<file path="config.mk">
export PLATFORM = sky130hd
export DESIGN_NAME = ar_mem_reader
export DESIGN_NICKNAME = d
export VERILOG_FILES = /design/src/rtl/proc_pkg.sv /design/src/rtl/ar_reg.sv /design/src/rtl/ar_mem_reader.sv
export SDC_FILE = /design/constraint.sdc
export NUM_CORES = 1
export LEC_CHECK = 0
export CORE_MARGIN = 1.5
export CORE_UTILIZATION = 35
export CTS_CLUSTER_SIZE = 20
export DETAILED_ROUTE_END_ITERATION = 10
export PLACE_DENSITY = 0.69
export SETUP_SLACK_MARGIN = 0.5
export SLEW_MARGIN = 20
export SYNTH_ARGS = -nofsm -noshare
export SYNTH_HDL_FRONTEND = slang
export SYNTH_SLANG_ARGS = --single-unit
</file>
<file path="constraint.sdc">
create_clock -name clk -period 1.6 [get_ports clk]
set_input_delay 0.16 -clock clk [delete_from_list [all_inputs] [get_ports clk]]
set_output_delay 0.16 -clock clk [all_outputs]
set_load 0.005 [all_outputs]
</file>
<file path="src/rtl/proc_pkg.sv">
// Shared widths and read-sequencer state encoding for the processor datapath.
package proc_pkg;

  localparam int PC_WIDTH   = 12;
  localparam int DATA_WIDTH = 16;

  typedef enum logic [1:0] {
    IDLE = 2'd0,
    REQ  = 2'd1,
    DONE = 2'd2,
    ERR  = 2'd3
  } rd_state_t;

endpackage

</file>
<file path="src/rtl/ar_reg.sv">
// Address register: bus_load > pc_load > ar_inc, frozen while a read is in flight.
module ar_reg
  import proc_pkg::*;
#(
  parameter int reg_width = PC_WIDTH
) (
  input  logic                 clk,
  input  logic                 reset,
  input  logic                 hold,
  input  logic                 bus_load,
  input  logic [reg_width-1:0] bus_data_in,
  input  logic                 pc_load,
  input  logic [reg_width-1:0] pc_addr_in,
  input  logic                 ar_inc,
  output logic [reg_width-1:0] ar
);

  // Increment wraps naturally at 2^reg_width - 1.
  always_ff @(posedge clk or negedge reset) begin
    if (!reset) begin
      ar <= '0;
    end else if (!hold) begin
      if (bus_load) begin
        ar <= bus_data_in;
      end else if (pc_load) begin
        ar <= pc_addr_in;
      end else if (ar_inc) begin
        ar <= ar + reg_width'(1);
      end
    end
  end

endmodule

</file>
<file path="src/rtl/ar_mem_reader.sv">
// AR latch plus req/ack memory read sequencer returning the word in DR.
// Optional read timeout enabled by defining AR_READ_TIMEOUT_EN.
module ar_mem_reader
  import proc_pkg::*;
#(
  parameter int reg_width  = PC_WIDTH,
  parameter int data_width = DATA_WIDTH
`ifdef AR_READ_TIMEOUT_EN
  ,
  parameter int timeout_cycles = 15
`endif
) (
  input  logic                  clk,
  input  logic                  reset,
  input  logic                  pc_load,
  input  logic [reg_width-1:0]  pc_addr_in,
  input  logic                  bus_load,
  input  logic [reg_width-1:0]  bus_data_in,
  input  logic                  ar_inc,
  input  logic                  read_req,
  input  logic [data_width-1:0] mem_rdata,
  input  logic                  mem_ack,
  output logic [reg_width-1:0]  mem_addr,
  output logic                  mem_req,
  output logic [data_width-1:0] dr_data_out,
  output logic                  read_done,
  output logic                  read_err,
  output logic                  busy
);

  rd_state_t             state;
  logic [reg_width-1:0]  ar;
  logic [data_width-1:0] dr;
  logic                  ar_hold;

`ifdef AR_READ_TIMEOUT_EN
  localparam int CNT_W = $clog2(timeout_cycles + 1);
  localparam logic [CNT_W-1:0] LAST_WAIT = CNT_W'(timeout_cycles - 1);

  logic [CNT_W-1:0] wait_cnt;
  logic             read_err_q;

  assign read_err = read_err_q;
`else
  assign read_err = 1'b0;
`endif

  // AR must not move between request and completion, so it is held outside IDLE.
  assign ar_hold     = (state != IDLE);
  assign mem_addr    = ar;
  assign dr_data_out = dr;

  ar_reg #(
    .reg_width (reg_width)
  ) u_ar_reg (
    .clk         (clk),
    .reset       (reset),
    .hold        (ar_hold),
    .bus_load    (bus_load),
    .bus_data_in (bus_data_in),
    .pc_load     (pc_load),
    .pc_addr_in  (pc_addr_in),
    .ar_inc      (ar_inc),
    .ar          (ar)
  );

  always_ff @(posedge clk or negedge reset) begin
    if (!reset) begin
      state     <= IDLE;
      dr        <= '0;
      mem_req   <= 1'b0;
      read_done <= 1'b0;
      busy      <= 1'b0;
`ifdef AR_READ_TIMEOUT_EN
      wait_cnt   <= '0;
      read_err_q <= 1'b0;
`endif
    end else begin
      case (state)
        IDLE: begin
          if (read_req) begin
            state   <= REQ;
            mem_req <= 1'b1;
            busy    <= 1'b1;
`ifdef AR_READ_TIMEOUT_EN
            wait_cnt <= '0;
`endif
          end
        end
        // An ack on the final wait cycle still completes the read.
        REQ: begin
          if (mem_ack) begin
            state     <= DONE;
            dr        <= mem_rdata;
            mem_req   <= 1'b0;
            read_done <= 1'b1;
          end
`ifdef AR_READ_TIMEOUT_EN
          else if (wait_cnt == LAST_WAIT) begin
            state      <= ERR;
            mem_req    <= 1'b0;
            read_err_q <= 1'b1;
          end else begin
            wait_cnt <= wait_cnt + CNT_W'(1);
          end
`endif
        end
        DONE: begin
          state     <= IDLE;
          read_done <= 1'b0;
          busy      <= 1'b0;
        end
        ERR: begin
          state <= IDLE;
          busy  <= 1'b0;
`ifdef AR_READ_TIMEOUT_EN
          read_err_q <= 1'b0;
`endif
        end
        default: begin
          state   <= IDLE;
          mem_req <= 1'b0;
          busy    <= 1'b0;
        end
      endcase
    end
  end

endmodule
</file>
==> impl_metrics.tcl <==
set metrics [dict create \
    layout_common_cells "clkdlybuf4s50_1 (44), buf_4 (39), dfrtp_1 (24)" \
    gr-usage-all-layers 0.213 \
    growth_of_design_area_from_synthesis_to_finish_pct 95.1 \
    hp-class "in2async" \
    vias 1881 \
    layout_min_cycle_time_ps 1390 \
    path_class "reg2reg" \
    io_pins 79 \
    standard_cell_with_the_maximum_stage_delay_on_the_critical_path "dfrtp_1" \
    ys.flop_type "dfrtp_1" \
    leakagePower_nw 1.46 \
    sort_of_element_at_the_end_of_the_critical_path "flip-flop" \
    fp.dieArea_um2 5430 \
    grt_antenna_before_repair 0 \
    yosys.area.top_type "dfrtp_1" \
    pin_count_of_the_biggest_net_entering_global_routing 22 \
    cp_max_fo 6 \
    num_rows 25 \
    post-place-cells 316 \
    run_status "finished clean" \
    antenna_left 0 \
    slew_violations 0 \
    yosysWarningCount 0 \
    floorplan.initialDensity 0.366 \
    cts_root_buffer "clkbuf_8" \
    r2r_start "u_ar_reg.ar[6]" \
    h_tree_level_count 2 \
    synth.avg_cell_area_um2 10.6 \
    insertion_delay_ps 290 \
    die-height_um 73.7 \
    drive_above_1_share 0.463 \
    layout_worst_path_cycle_share 0.871 \
    max_clock_freq_mhz 718 \
    power_w 0.00524 \
    port-buffer-count 77 \
    netlist-cell-type-count 42 \
    remaining_drc_errors 0 \
    die-width_um 73.7 \
    report.final.hold_viol_count 0 \
    finClkSkew_ps 7.76 \
    worst_slack_ps 207 \
    synth_nets 213 \
    grt_pass1_vias 1840 \
    r2r_endpoint "u_ar_reg.ar[8]" \
    drt_pre_antenna_iters 4 \
    final_nets 354 \
    cp_cell_sequence "buf_6 -> nand3_4 -> buf_8 -> nor3_4 -> xnor2_1 -> o31ai_1" \
    rr_worst_depth 6 \
    route.detailed.vias_per_inst 5.03 \
    largest_register_ff_count 16 \
    synth_enable_flop_cells 0 \
    synth.cell_area_um2 1750 \
    drt_iter0_drc 68 \
    reported_max_cap_violation_count 0 \
    gp_congestion 0.774 \
    max-clock-path-buffers 2 \
    postLayoutCoreUtil 0.713 \
    placed_cell_area_um2 2730 \
    cts_made_buffers 5 \
    post_layout_nonfiller_instances 374 \
    finalSetupViolCount 0 \
    detailed_place_hpwl_um 3430 \
    power_per_cell_area_nw_per_um2 1540 \
    diodes 0 \
    clk_pin_slew_ps 80 \
    synth_cells 165 \
    placement.setup.worst_slack_ps -54.2 \
    drt_wl_total_um 5900 \
    grt_remaining_overflow 0 \
    startpoint_type "flip-flop" \
    wl_per_cell_um 15.8 \
    worstPathRequired_ps 1790 \
    ctsHoldBuffers 0 \
    grt_pass1_wl_um 8660 \
    rsz_0062_raised_after_global_routing "true" \
    cts_tree "built" \
    ys_seq_area_frac 0.472 \
    async_reset_ff_frac 1.00 \
    critPathMaxStageDelay_ps 370 \
    layout.cells.most_common "clkdlybuf4s50_1" \
    synth.ff_latch_count 33 \
    ff2ff_setup_slack_ps 210 \
    core_region_area_um2 4790 \
    critPathArrivalTime_ps 1580 \
    post-synth-top-area-fraction 0.472 \
    ys_top_cells_by_area "dfrtp_1 (47%), mux2_2 (10%), a21oi_1 (3.1%)" \
    clock_sinks 33 \
    peakVddDrop_mv 0.933 \
    fin_area_um2 3410 \
]
[worst max-delay path by stage]
stage	startpoint	endpoint	slack, ps	depth (start not counted)
after floorplan	u_ar_reg.ar[5]	u_ar_reg.ar[10]	260	4
after global placement	pc_load	u_ar_reg.ar[1]	-60	7
after detailed placement	pc_load	u_ar_reg.ar[1]	-50	7
after CTS	u_ar_reg.ar[8]	u_ar_reg.ar[10]	240	5
after global routing	u_ar_reg.ar[1]	u_ar_reg.ar[6]	140	5
final	u_ar_reg.ar[6]	u_ar_reg.ar[8]	210	6
[stage by stage]
stage	setup TNS (ps)	hold slack, ps
after floorplan	0	-136
after CTS	0	199
after global routing	0	227
final	0	202
after global placement	-63.6	486
after detailed placement	-62.0	487
[what timing repair did]
item / CTS / global route
pin swaps: 12 / 15
gates cloned: 3 / 0
setup buffers: 35 / 12
resized for setup: 83 / 54
endpoints found under the setup margin: 59 / 58
[worst max-delay path, delay by kind of cell (launching register included)]
kind                      cells  cell delay [ps]
AOI/OAI and AO/OA             1              300
xor gates and xnor gates      1              100
buffers and inverters         2              270
DFF                           1              370
and+or+nand+nor               2              250
[kinds of logic (layout without fill, tap and decap cells)]
kind of cell               after synthesis  in the layout  synth area share
xor gates and xnor gates                 6              6            0.0300
AOI/OAI and AO/OA                       44             44             0.168
buffers and inverters                   14            154            0.0393
adders and majority gates                1              1           0.00715
muxes                                   19             19             0.120
other                                    1              1           0.00214
and+or+nand+nor                         47             49             0.162
DFF                                     33             33             0.472
[cell type report]
class                   instances  area, um^2
clock inverters                 3        46.3
clock buffers                   5        68.8
multi-input cells             120        1060
repair buffers                139        1290
fillers                       359        1370
well taps                      67        83.8
inverters                       7        30.0
flip-flops and latches         33         837
[synth_stat cells, drive strengths merged (4+ instances only)]
cell type  number
dfrtp          33
mux2           16
a21oi          11
nor2           11
nand2          10
o21ai           9
buf             7
inv             7
nand3           6
xnor2           6
o31ai           5
and3            4
nor3            4
o22ai           4
[where the power goes]
group / leakage (nW) / total [W] / internal, W / switching (W)
sequential: 0.377 / 0.00153 / 0.00124 / 0.000292
combinational: 1.03 / 0.00290 / 0.00174 / 0.00116
clock: 0.0543 / 0.000805 / 0.000466 / 0.000339
total: 1.46 / 0.00524 / 0.00345 / 0.00179
[metal layers]
layer	vias up	routed length [um]	GRT usage
met3	16	438	0.0727
met4	0	108	0.0720
met5	-	0	0
met2	80	3060	0.363
met1	901	2300	0.250
li1	884	-	-
Power figures use the tool's default switching activity.
